## config.mk

```make
export PLATFORM = sky130hd
export DESIGN_NAME = uart_tx_bridge
export DESIGN_NICKNAME = d
export VERILOG_FILES = /design/src/rtl/uart_bridge_pkg.sv /design/src/rtl/sync_fifo.sv /design/src/rtl/uart_tx_bridge.sv
export SDC_FILE = /design/constraint.sdc
export NUM_CORES = 1
export LEC_CHECK = 0
export BUFFER_PORTS_ARGS = -buffer_cell sky130_fd_sc_hd__buf_4
export CAP_MARGIN = 10
export CORE_MARGIN = 5
export CORE_UTILIZATION = 60
export CTS_CLUSTER_SIZE = 24
export DETAILED_ROUTE_END_ITERATION = 6
export GPL_TIMING_DRIVEN = 0
export PLACE_DENSITY = 0.77
export SLEW_MARGIN = 20
export SYNTH_ARGS = -nofsm -noshare
export SYNTH_HDL_FRONTEND = slang
export SYNTH_HIERARCHICAL = 1
export SYNTH_SLANG_ARGS = --single-unit
export TNS_END_PERCENT = 1
```

## constraint.sdc

```tcl
create_clock -name clk -period 5.5 [get_ports clk]
set_input_delay 0.275 -clock clk [delete_from_list [all_inputs] [get_ports clk]]
set_output_delay 0.275 -clock clk [all_outputs]
set_load 0.02 [all_outputs]
```

## src/rtl/uart_bridge_pkg.sv

```systemverilog
// uart_tx_bridge shared types: drain FSM states, status bit indices, bytes.
// Optional CR/LF expansion is enabled by defining UART_TX_CRLF_EN.
package uart_bridge_pkg;

  typedef enum logic [1:0] {
    IDLE    = 2'd0,
    SEND    = 2'd1,
    CR_SEND = 2'd2
  } state_e;

  localparam int ST_TX_NOT_FULL = 0;
  localparam int ST_RX_AVAIL    = 1;
  localparam int ST_TX_EMPTY    = 2;
  localparam int ST_OVF         = 3;

  localparam logic [7:0] CHAR_CR = 8'h0D;
  localparam logic [7:0] CHAR_LF = 8'h0A;

endpackage

```

## src/rtl/sync_fifo.sv

```systemverilog
// Small synchronous FIFO with combinational head and occupancy count.
// Caller guarantees no push when full (unless popping) and no pop when empty.
module sync_fifo #(
  parameter int DEPTH_LOG2 = 4,
  parameter int WIDTH      = 8
) (
  input  logic                  clk,
  input  logic                  reset,
  input  logic                  push_i,
  input  logic                  pop_i,
  input  logic [WIDTH-1:0]      wdata_i,
  output logic [WIDTH-1:0]      head_o,
  output logic [DEPTH_LOG2:0]   count_o
);

  localparam int DEPTH = 1 << DEPTH_LOG2;

  logic [WIDTH-1:0]      mem_q [DEPTH];
  logic [DEPTH_LOG2-1:0] wptr_q;
  logic [DEPTH_LOG2-1:0] rptr_q;
  logic [DEPTH_LOG2:0]   count_q;

  always_ff @(posedge clk or posedge reset) begin
    if (reset) begin
      for (int i = 0; i < DEPTH; i++) mem_q[i] <= '0;
      wptr_q  <= '0;
      rptr_q  <= '0;
      count_q <= '0;
    end else begin
      if (push_i) begin
        mem_q[wptr_q] <= wdata_i;
        wptr_q        <= wptr_q + 1'b1;
      end
      if (pop_i) rptr_q <= rptr_q + 1'b1;
      unique case ({push_i, pop_i})
        2'b10:   count_q <= count_q + 1'b1;
        2'b01:   count_q <= count_q - 1'b1;
        default: count_q <= count_q;
      endcase
    end
  end

  assign head_o  = mem_q[rptr_q];
  assign count_o = count_q;

endmodule

```

## src/rtl/uart_tx_bridge.sv

```systemverilog
// CPU bus to simpleuart bridge: TX FIFO drain, RX capture, status byte.
// Define UART_TX_CRLF_EN to expand LF into CR,LF on the UART side.
module uart_tx_bridge
  import uart_bridge_pkg::*;
#(
  parameter int DEPTH_LOG2 = 4
) (
  input  logic       clk,
  input  logic       reset,
  input  logic       bus_wr,
  input  logic       bus_rd,
  input  logic       bus_stat_rd,
  input  logic [7:0] bus_wdata,
  output logic [7:0] bus_rdata,
  output logic [7:0] bus_status,
  output logic       uart_we,
  output logic [7:0] uart_di,
  input  logic       uart_wait,
  output logic       uart_re,
  input  logic [7:0] uart_do,
  input  logic       uart_valid
);

  localparam logic [DEPTH_LOG2:0] FULL_CNT =
    (DEPTH_LOG2+1)'(1 << DEPTH_LOG2);

  logic wr_hist_q, rd_hist_q, stat_hist_q;
  logic ev_wr, ev_rd, ev_stat;

  state_e     state_q, state_d;
  logic       we_q, we_d;
  logic [7:0] di_q, di_d;
  logic       re_q;
  logic [7:0] rdata_q, rdata_d;
  logic       ovf_q, ovf_d;

  logic [7:0]          head;
  logic [DEPTH_LOG2:0] count;
  logic                push, pop;
  logic                full, empty;
  logic                ovf_set;

`ifdef UART_TX_CRLF_EN
  logic lf_done_q, lf_done_d;
  logic need_cr;
  assign need_cr = (head == CHAR_LF) && !lf_done_q;
`endif

  assign ev_wr   = bus_wr && !wr_hist_q;
  assign ev_rd   = bus_rd && !rd_hist_q;
  assign ev_stat = bus_stat_rd && !stat_hist_q;

  assign full  = (count == FULL_CNT);
  assign empty = (count == '0);

  // A full FIFO still takes a byte when the head leaves on the same edge.
  assign push    = ev_wr && (!full || pop);
  assign ovf_set = ev_wr && full && !pop;

  sync_fifo #(
    .DEPTH_LOG2 (DEPTH_LOG2),
    .WIDTH      (8)
  ) u_fifo (
    .clk     (clk),
    .reset   (reset),
    .push_i  (push),
    .pop_i   (pop),
    .wdata_i (bus_wdata),
    .head_o  (head),
    .count_o (count)
  );

  always_ff @(posedge clk or posedge reset) begin
    if (reset) begin
      state_q <= IDLE;
      we_q    <= 1'b0;
      di_q    <= '0;
`ifdef UART_TX_CRLF_EN
      lf_done_q <= 1'b0;
`endif
    end else begin
      state_q <= state_d;
      we_q    <= we_d;
      di_q    <= di_d;
`ifdef UART_TX_CRLF_EN
      lf_done_q <= lf_done_d;
`endif
    end
  end

  always_comb begin
    state_d = state_q;
    unique case (state_q)
      IDLE: begin
        if (!empty) begin
`ifdef UART_TX_CRLF_EN
          if (need_cr) state_d = CR_SEND;
          else         state_d = SEND;
`else
          state_d = SEND;
`endif
        end
      end
      SEND, CR_SEND: if (!uart_wait) state_d = IDLE;
      default: state_d = IDLE;
    endcase
  end

  always_comb begin
    we_d = we_q;
    di_d = di_q;
    pop  = 1'b0;
`ifdef UART_TX_CRLF_EN
    lf_done_d = lf_done_q;
`endif
    unique case (state_q)
      IDLE: begin
        if (!empty) begin
          we_d = 1'b1;
          di_d = head;
`ifdef UART_TX_CRLF_EN
          if (need_cr) di_d = CHAR_CR;
`endif
        end
      end
      SEND: begin
        if (!uart_wait) begin
          we_d = 1'b0;
          pop  = 1'b1;
`ifdef UART_TX_CRLF_EN
          lf_done_d = 1'b0;
`endif
        end
      end
      CR_SEND: begin
        if (!uart_wait) begin
          we_d = 1'b0;
`ifdef UART_TX_CRLF_EN
          lf_done_d = 1'b1;
`endif
        end
      end
      default: we_d = 1'b0;
    endcase
  end

  always_comb begin
    rdata_d = rdata_q;
    if (ev_rd) rdata_d = uart_do;
    // Set beats clear so a drop during the status read is not lost.
    ovf_d = ovf_q;
    if (ovf_set)      ovf_d = 1'b1;
    else if (ev_stat) ovf_d = 1'b0;
  end

  always_ff @(posedge clk or posedge reset) begin
    if (reset) begin
      wr_hist_q   <= 1'b0;
      rd_hist_q   <= 1'b0;
      stat_hist_q <= 1'b0;
      re_q        <= 1'b0;
      rdata_q     <= '0;
      ovf_q       <= 1'b0;
    end else begin
      wr_hist_q   <= bus_wr;
      rd_hist_q   <= bus_rd;
      stat_hist_q <= bus_stat_rd;
      re_q        <= ev_rd;
      rdata_q     <= rdata_d;
      ovf_q       <= ovf_d;
    end
  end

  always_comb begin
    bus_status                 = '0;
    bus_status[ST_TX_NOT_FULL] = !full;
    bus_status[ST_RX_AVAIL]    = uart_valid;
    bus_status[ST_TX_EMPTY]    = empty && (state_q == IDLE);
    bus_status[ST_OVF]         = ovf_q;
  end

  assign uart_we   = we_q;
  assign uart_di   = di_q;
  assign uart_re   = re_q;
  assign bus_rdata = rdata_q;

endmodule

```

; Word level (Yosys, flattened, before mapping)
; Cells that the tools add are included.
[classes]
n_addsub = 4
order_cmp = 3
eq_ne = 7
mux = 17
n_bitwise = 3
reduce_logical = 21
[op_table]
columns = cell, count
row1 = bitwise mux 128 bit, 1
row2 = binary-select mux 8 bit (select 4 bit), 1
row3 = demux 8 bit (select 4 bit), 1
row4 = two-way mux 8 bit, 3
row5 = ">= comparator 5 bit, second input constant", 2
row6 = NOT 4 -> 5 bit, 2
row7 = one-hot mux 5 bit (2 select lines), 1
row8 = "adder 4 x 1 -> 4 bit, second input constant", 2
row9 = logical AND 1 bit, 8
row10 = two-way mux 1 bit, 6
row11 = "adder 5 x 1 -> 5 bit, second input constant", 1
row12 = "equality test 5 bit, second input constant", 1
row13 = logical NOT 1 bit, 5
row14 = logical NOT 5 bit, 1
row15 = "less-than comparator 5 x 1 -> 1 bit, second input constant", 1
row16 = "subtractor 5 x 1 -> 5 bit, second input constant", 1
row17 = "equality test 2 x 1 -> 1 bit, second input constant", 2
row18 = "equality test 2 bit, second input constant", 2
row19 = two-way mux 2 bit, 2
row20 = "!= test 2 bit, second input constant", 2
row21 = one-hot mux 2 bit (2 select lines), 1
row22 = AND reduction 2 bit, 2
row23 = nonzero test 2 bit, 2
row24 = logical NOT 2 bit, 1
row25 = 4 further kinds, 4
[totals]
regBits = 165
inputBits = 23
output_inout_bits = 26
elab_cells = 83

; Logic depth before layout (Yosys ltp)
; Gate-level depths: netlist (run 1).
[logic_depth]
ltp_word = 6
depth_mapped = 13
mapped_depth_nobuf = 11

; Modules after synthesis
; The synthesis (run 1) kept the hierarchy.
[modules_own_cells]
columns = mod, instances, cells_per_inst, area_per_inst_um2, seq_area_each_um2
row1 = sync_fifo, 1, 430, 6643.9, 3528.4
row2 = uart_tx_bridge, 1, 61, 880.8, 550.5

; Worst setup path before layout (run 1)
; No wires, ideal clock.
[synth_timing]
kind = register to register
start = reg uart_we (netlist name)
end = reg u_fifo.count_q[2], in the netlist u_fifo/count_o[2]
arrival_time_ps = 2641
setup_slack_ps = 2728
path_stages_with_launch = 14
path_cell_list = dfrtp_1 -> nor2b_1 -> nor2_1 -> a21oi_1 -> buf_4 -> inv_1 -> ha_1 -> clkbuf_1 -> xor2_1 -> ha_1 -> a21oi_1 -> xor2_1 -> nor2_1 -> xor2_1
[synth_lines]
columns = item, line
row1 = end signal: assignment, sync_fifo.sv:36  ; 2'b10: count_q <= count_q + 1'b1;
row2 = end signal: assignment, sync_fifo.sv:37  ; 2'b01: count_q <= count_q - 1'b1;
row3 = end signal: assignment, sync_fifo.sv:38  ; default: count_q <= count_q;
row4 = end: declaration, sync_fifo.sv:21  ; logic [DEPTH_LOG2:0] count_q;

==> impl.org, run 1 <==
** Yosys
- Number of warnings printed during yosys synthesis :: 6
- Yosys cell types :: 42
- EDFF count, synth :: 0
- Total of flip-flops plus latches after synthesis :: about 160
- In the synthesized netlist, the number of instances is 491.
- The synthesized design devotes to its leading area cell type a little over half of total area.
- Mean instance size in the synthesized netlist :: roughly 15 sq um
- Yosys top cell by area :: sky130_fd_sc_hd__dfrtp_1
- Part of the Yosys area used for sequential elements :: a little over half
- FFs w/ async S/R, synth :: between 90% and 100%
- Area of the mapped netlist :: 7520 sq um
- Most used DFF post-synth :: sky130_fd_sc_hd__dfrtp_1
- Sorting the synthesized cells by area gives the leading types as sky130_fd_sc_hd__dfrtp_1 (54%), sky130_fd_sc_hd__mux2_2 (21%), sky130_fd_sc_hd__mux4_2 (6.0%), sky130_fd_sc_hd__mux4_1 (3.8%), sky130_fd_sc_hd__a22oi_1 (1.6%).

** Finish
- Final net count :: approximately 600
- Of the cells placed in the final design, the portion with a size suffix greater than 1 is between 40 and 50%.
- 0 antenna diodes ended up in the layout.
- Most frequent cells in the layout :: sky130_fd_sc_hd__dfrtp_1 (163), sky130_fd_sc_hd__mux2_2 (142), sky130_fd_sc_hd__buf_4 (55)
- From synthesis to final layout, the design area changed by 16.6%.
- Excluding fillers, the count of instances in the completed layout stands at around 750.
- Leaving out fill and tap cells, the most frequent cell in the layout is sky130_fd_sc_hd__dfrtp_1.

** Global routing
- Vias in the first global route :: approximately 4600
- Entering global routing, the biggest net connects 97 pins.
- First-pass GRT wire length :: approximately 25 mm
- The initial antenna violation count came to 0.
- Summed over all layers, the global routing overflow is 0.
- In the global route stage, overall resource usage came out at a little under a quarter.

** Hold path
- In this run the worst hold path is classified as input pin to flop.

** Clock network
- Resized Gates After CTS :: 0
- The tree is rooted in a sky130_fd_sc_hd__clkbuf_16.
- TritonCTS built the clock tree.
- Number of setup buffers added after CTS :: 0
- After clock tree synthesis, the flow added hold-fix buffers numbering 4.
- The clock net in this run drives a total of between 150 and 200 sinks.
- Clock-pin slew of the registers on the worst-case setup and hold paths :: roughly 0.060 ns
- TritonCTS created 17 clock buffers.
- Clock insertion delay at the later pin of the skew report :: between 0.4 and 0.5 ns
- # H-tree levels :: 4
- In this run the deepest clock path goes through 2 buffers.

** STA
- The clock arrives with between 0.007 and 0.008 ns of skew.
- Final Hold Viols :: 0
- Number of max-slew violations in the final report :: 0
- Remaining max-slew budget at the tightest pin :: 44.4%
- TNS Setup :: 0 ns
- Max Clk Rate :: between 0.2 and 0.3 GHz
- Setup repair after global routing missed its margin :: no
- Final worst-path cycle share :: between 60% and 70%
- Final min period :: 3.40 ns
- Setup WS post-layout :: about 2.1 ns
- Actual slew at the worst max-slew pin :: 0.833 ns
- # setup viols final :: 0

** Placement
- Routability-driven placement congestion ratio :: 0.786
- The number of placed instances, taps included, is 710.
- Buffers on Ports :: 43
- OpenSTA, run right after detailed placement, puts the worst setup slack at 2.21 ns.
- Detailed placer's ending HPWL :: 10.6 mm

** Detailed routing
- Remaining routing DRC violations :: 0
- After detailed routing, the average wire length per cell comes to roughly 20 um.
- The routed design has roughly 15 mm of wire.
- Total via count in the routed design :: roughly 4400
- In this run, the number of DRC markers left after iteration 0 of detailed routing was 280.
- The detail route stage leaves a number of antenna-violating nets equal to 0.
- The pre-antenna-repair detailed-routing pass consisted of 4 iterations.
- Drt via density :: just under 6

** Setup path
- In this design, the stage delay of the slowest critical-path cell is between 0.6 and 0.7 ns.
- The worst setup path is captured at a flop.
- Data arrives at the worst endpoint at 3.69 ns.
- WS Path Type :: flop to flop
- Most numerous cell on the critical path :: sky130_fd_sc_hd__xor2_1
- Data required time at the worst endpoint :: slightly below 6 ns
- Among all stages on the critical path, the largest delay is contributed by sky130_fd_sc_hd__nor2b_1.
- Maximum fanout encountered on the critical timing path :: 9
- The signal on the critical path passes through nor2b_1 -> nor2_1 -> a21oi_1 -> buf_4 -> inv_1 -> ha_1 -> clkbuf_1 -> xor2_1 -> ha_1 -> a21oi_1 -> xor2_1 -> nor2_1 -> xor2_1.
- The worst setup path is launched from a flop.

** Power
- For this design the static power due to leakage is 4.14 nW.
- Across the VDD grid, the largest voltage drop is around 0.28 mV.
- Power density normalized to cell area :: about 550 nW/um^2

** Die
- Area enclosed by the die boundary :: ~15000 sq um
- Starting density of the core :: 60.4%
- The floorplan has just over 40 rows.
- Core footprint :: between 10000 and 15000 sq um
- For this design the top-level I/O count stands at 49.
- X dimension of the die :: 122 um
- The floorplan step set the die height to approximately 120 um.

** Flow run
- Number of max-capacitance violations reported :: 0

** Run status
- The run finished with clean final reports.
[where the power goes]
part	internal (mW)	total, mW	switching (mW)
Combinational	0.918	1.62	0.706
Clock	0.792	1.24	0.451
Sequential	1.67	1.94	0.275
[final cells by class]
type,count,area (sq um)
Fill cell,839,3690
Sequential cell,163,4080
Inverter,8,37.5
Tap cell,172,215
Timing Repair Buffer,48,390
Clock inverter,9,153
Buffer,35,248
Clock buffer,22,474
Multi-Input combinational cell,288,3180
[synth_stat cells (5+ instances only)]
| master | number |
|---|---|
| sky130_fd_sc_hd__a22oi_1 | 16 |
| sky130_fd_sc_hd__mux4_1 | 11 |
| sky130_fd_sc_hd__dfrtp_1 | 163 |
| sky130_fd_sc_hd__buf_4 | 12 |
| sky130_fd_sc_hd__nor2_1 | 7 |
| sky130_fd_sc_hd__mux2_2 | 142 |
| sky130_fd_sc_hd__xnor2_1 | 5 |
| sky130_fd_sc_hd__and2_1 | 5 |
| sky130_fd_sc_hd__nand2_1 | 14 |
| sky130_fd_sc_hd__inv_1 | 8 |
| sky130_fd_sc_hd__ha_1 | 9 |
| sky130_fd_sc_hd__clkbuf_1 | 11 |
| sky130_fd_sc_hd__mux4_2 | 20 |
| sky130_fd_sc_hd__nand2_2 | 12 |
| sky130_fd_sc_hd__xor2_1 | 7 |
| sky130_fd_sc_hd__o21ai_0 | 5 |
[cells by family after synthesis]
| kind of cell | Yosys count | synth area share [%] |
|---|---|---|
| DFF | 163 | 54.2 |
| and+or+nand+nor | 56 | 4.42 |
| AOI/OAI and AO/OA | 29 | 2.73 |
| other | 1 | 0.0498 |
| adders and majority gates | 9 | 1.50 |
| muxes | 178 | 32.0 |
| xor gates and xnor gates | 12 | 1.40 |
| buffers and inverters | 43 | 3.69 |
[worst max-delay path: cells and delay by family (launching register included)]
family                   cells  cell delay (ns)
AO/OA/AOI/OAI                2             0.51
buffers and inverters        3             0.53
AND/OR/NAND/NOR              3             0.85
flip-flops                   1             0.39
adder cells (fa/ha/maj)      2             0.48
XOR/XNOR                     3             0.51
[path summary, 6_finish.rpt]
kind                       cells past startpoint  slack (ns)             from                end
setup / recovery                              13        2.10          uart_we  u_fifo/count_o[2]
min in group asynchronous                      3        0.41            reset   u_fifo/rptr_q[0]
max in group asynchronous                      4        4.31            reset  u_fifo/mem_q[125]
hold / removal                                 2        0.08       uart_do[5]       bus_rdata[5]
hold reg to reg                                1        0.49  u_fifo/mem_q[1]    u_fifo/mem_q[1]
setup reg to reg                              13        2.10          uart_we  u_fifo/count_o[2]
[sequential cells by signal, indices dropped and copies added (netlist names)]
register	count
wr_hist_q	1
uart_re	1
uart_di	8
u_fifo/count_o	5
u_fifo/rptr_q	4
rd_hist_q	1
ovf_q	1
bus_rdata	8
stat_hist_q	1
u_fifo/mem_q	128
uart_we	1
u_fifo/wptr_q	4
[metrics by stage]
step	cell area (sq um)	utilization (%)	total power [mW]	hold slack (ns)
detailed placement	8110	65.1	3.58	0.300
global placement	8070	64.8	3.47	0.392
global route	8780	70.4	5.08	0.0602
floorplan	7540	-	3.13	0.264
finish	8780	70.4	4.81	0.0775
CTS	8780	70.4	4.84	0.0642
[metal layers]
layer | wire (um) | share of wire, % | GRT usage [%]
met1 | 6710 | 44 | 31.2
met2 | 7480 | 49 | 35.5
met3 | 779 | 5.1 | 5.06
met4 | 244 | 1.6 | 8.05
met5 | 0 | 0 | 0
Power figures use the tool's default switching activity.
==> inputs of run 2 (changes only) <==
- clock period: 5.5 -> 3.3 ns (I/O delays scaled with it)
==> run 2 against run 1 <==
  * Clock power is 58% higher
  * Worst setup slack worse by 1.8 ns
  * Combinational power is 69% higher
  * Clock skew is 0.0021 ns higher
  * Register-to-register slack worse by 1.8 ns
  * Non-clock buffer count is 12 higher
  * Clock-buffer cell count is 1 lower
  * Sequential power is 67% higher
  * Final cell count is 1.7% higher
  * Worst hold slack worse by 0.052 ns
==> impl.org, run 2 (synthesis gave the netlist of run 1 again) <==
** Run status
- Result of the run :: complete, no violations

** Global routing
- Pin count of the biggest net entering global routing :: 36
- Across every metal layer, demand over resource in global routing totals 22.3%.
- The first global-routing pass estimated between 20 and 25 mm of wire.
- For this run the aggregate overflow at the end of global routing stands at 0.
- Vias in the first global route :: approximately 4600
- The initial antenna violation count was 0.

** Placement
- The placed instances occupy a cell area of roughly 8200 sq um.
- Detailed placement finished with a half-perimeter wire length of roughly 11 mm.
- Input and output buffers added on the ports amount to 43.
- Including well taps, the total number of placed cells is between 700 and 800.
- The congestion estimate from routability-driven global placement came to between 0.7 and 0.8.

** STA
- Setup repair after global routing left no endpoint under its margin.
- Actual slew at the worst max-slew pin :: 0.829 ns
- Number of max-slew violations in the final report :: 0
- Setup violations remaining at the end of the flow were counted as 0.
- Final worst-path cycle share :: 89.9%
- Final-layout worst hold slack :: about 0.026 ns
- Remaining max-slew budget at the tightest pin :: about 45%
- The number of endpoints with negative hold slack in the final report is 0.
- Setup total negative slack on the finished layout was measured at 0 ns.
- Derived from the worst setup path, the maximum achievable clock frequency is approximately 0.34 GHz.
- Counting I/O delays and the setup requirement, the final critical path takes 2.97 ns.
- Clock skew on the completed layout was measured at ~0.0096 ns.

** Setup path
- In this run the worst path has a maximum fanout of 8.
- Element type at the critical path end :: flop
- The largest individual stage delay along the critical path comes from the cell sky130_fd_sc_hd__dfrtp_1.
- Worst path bufs/invs :: 3
- WS Path Type :: flop to flop
- In this run the critical register-to-register path is captured at u_fifo/count_o[4].
- In this run the critical register-to-register path is launched from u_fifo/count_o[1].
- Cells along the critical path :: nor4_4 -> a21oi_1 -> buf_4 -> inv_1 -> ha_1 -> clkbuf_1 -> xor2_1 -> ha_1 -> nor3_1 -> o21ai_0 -> o311ai_0 -> xor2_1
- Setup slack on the worst reg-to-reg path comes out at around 0.33 ns.
- Cell family with most CP delay :: buffers and inverters
- For the worst setup path, the data required time is approximately 3.6 ns.
- Data arrives at the worst endpoint at between 3 and 4 ns.
- Worst Reg2Reg Path Length in Cells :: 12
- The worst setup path is launched from a flop.
- In this run the worst setup path begins at u_fifo/count_o[1].
- Slowest cell delay on critical path :: between 0.4 and 0.5 ns

** Finish
- Share of layout cells above drive strength 1 :: 48.0%
- Leaving out fill and tap cells, the most frequent cells in the layout are sky130_fd_sc_hd__dfrtp_1 (163), sky130_fd_sc_hd__mux2_2 (142), sky130_fd_sc_hd__buf_4 (55).
- Area of the multi-input gates :: between 3000 and 4000 sq um
- For this run, the post-layout net count is 605.
- The library cell used most frequently in the layout, excluding fill and tap cells, is sky130_fd_sc_hd__dfrtp_1.
- Counting the fill cells in the layout gives 822.
- Number of flip-flops in the largest register :: between 100 and 150
- Once layout is complete, the cells apart from fillers number about 760.
- P&R area growth vs syn :: 18.3%
- Finished layout cell area :: around 9000 sq um
- Biggest register :: u_fifo/mem_q
- The repair_antennas step left the layout with diodes totalling 0.
- The sequential cells in the finished layout cover a total of a little over 4000 sq um.

** Clock network
- Number of clock buffers inserted by TritonCTS :: 17
- Max Root-Sink Buffers :: 2
- The later pin in the worst-skew pair is clocked with a latency of between 0.4 and 0.5 ns.
- The tree is rooted in a sky130_fd_sc_hd__clkbuf_16.
- In this run the number of H-tree levels came out at 4.
- Clock-pin slew of the registers on the worst-case setup and hold paths :: around 0.07 ns
- TritonCTS built the clock tree.
- Number of setup buffers added after CTS :: 0
- For this design, the sink count on the clock tree is ~160.

** Hold path
- End of the worst hold path :: u_fifo/mem_q[92]
- Startpoint of the most critical hold path :: bus_wdata[4]
- Counting instances, the worst hold path has a depth of 2.
- The tightest min-delay check is of the input pin to flop type.

** Power
- Share of total power in sequential cells :: between 40% and 50%
- Fraction of power spent switching nets :: 30.6%
- In this run the power density over the cells is ~900 nW/um^2.
- Relative contribution of combinational cells to total power :: between 30% and 40%
- The internal portion of the total power is 5.50 mW.
- Switching Power :: roughly 2.4 mW
- Across the VDD grid, the largest voltage drop is about 0.46 mV.
- Summed over all cells, the static leakage comes to roughly 4.2 nW.
- Clock network power share :: about 25%

** Die
- In this run the vertical extent of the chip is ~120 um.
- Site Rows :: slightly above 40
- Starting density of the core :: about three fifths
- Pin placement for this block handled 49 I/O pins.
- The core region is ~12000 sq um.
- The die covers 14900 sq um.
- From left edge to right edge, the die measures roughly 120 um.

** Detailed routing
- In the routed design, unresolved DRC markers number 0.
- Antenna Nets Post-Route :: 0
- The routed design has between 15 and 20 mm of wire.
- Detailed Routing Iterations Pass 1 :: 4
- Drt via density :: just under 6
- Total via count in the routed design :: approximately 4400
- 1st-iter DRT viols :: 348
- Final routed wire length divided by cell count :: 20.1 um

** Flow run
- The tool flagged a number of max-cap violations equal to 0.
-- run 2: stage by stage --
stage	utilization [%]	power [mW]	worst slack, ns
2_1_floorplan	-	5.23	0.528
6_report	71.4	7.93	0.334
4_1_cts	71.3	7.96	0.0598
3_5_place_dp	65.5	5.97	0.0746
3_3_place_gp	64.8	5.77	0.292
5_1_grt	71.4	8.35	0.0927
-- run 2: power groups by stage --
| stage | registers (mW) | logic [mW] | clock network (mW) |
|---|---|---|---|
| after global placement | 3.19 | 2.59 | 0 |
| final | 3.24 | 2.73 | 1.96 |
| after detailed placement | 3.25 | 2.71 | 0 |
| after CTS | 3.23 | 2.74 | 2.00 |
| after floorplan | 3.18 | 2.05 | 0 |
| after global routing | 3.32 | 2.95 | 2.08 |
-- run 2: final cells by class --
cell class                      instances  share of cell area [%]
Sequential cell                       163                    45.8
Multi-Input combinational cell        288                    35.8
Timing Repair Buffer                   60                    6.07
Clock buffer                           21                    5.29
Buffer                                 35                    2.78
Tap cell                              172                    2.42
Clock inverter                         11                    1.43
Inverter                                8                   0.380
-- run 2: how the worst max path moves through the flow --
stage | to | slack (ns) | depth (start not counted)
after global placement | u_fifo/count_o[4] | 0.29 | 13
after CTS | u_fifo/count_o[4] | 0.06 | 13
after detailed placement | u_fifo/count_o[4] | 0.07 | 13
after floorplan | u_fifo/count_o[2] | 0.53 | 13
final | u_fifo/count_o[4] | 0.33 | 12
after global routing | u_fifo/count_o[4] | 0.09 | 12
-- run 2: repair_timing --
item / 4_1_cts / 5_1_grt
gates resized for setup: 0 / 2
endpoints found under the hold margin: 54 / 0
hold buffers: 13 / 0
endpoints found under the setup margin: 0 / 2
-- run 2: metal layers --
| layer | part of all wire [%] | track usage (%) | vias to the layer above | routed length, um |
|---|---|---|---|---|
| li1 | - | - | 1960 | - |
| met1 | 45 | 30.0 | 2268 | 6770 |
| met2 | 50 | 36.8 | 120 | 7530 |
| met3 | 4.5 | 4.36 | 19 | 680 |
| met4 | 1.5 | 7.35 | 0 | 226 |
| met5 | 0 | 0 | - | 0 |
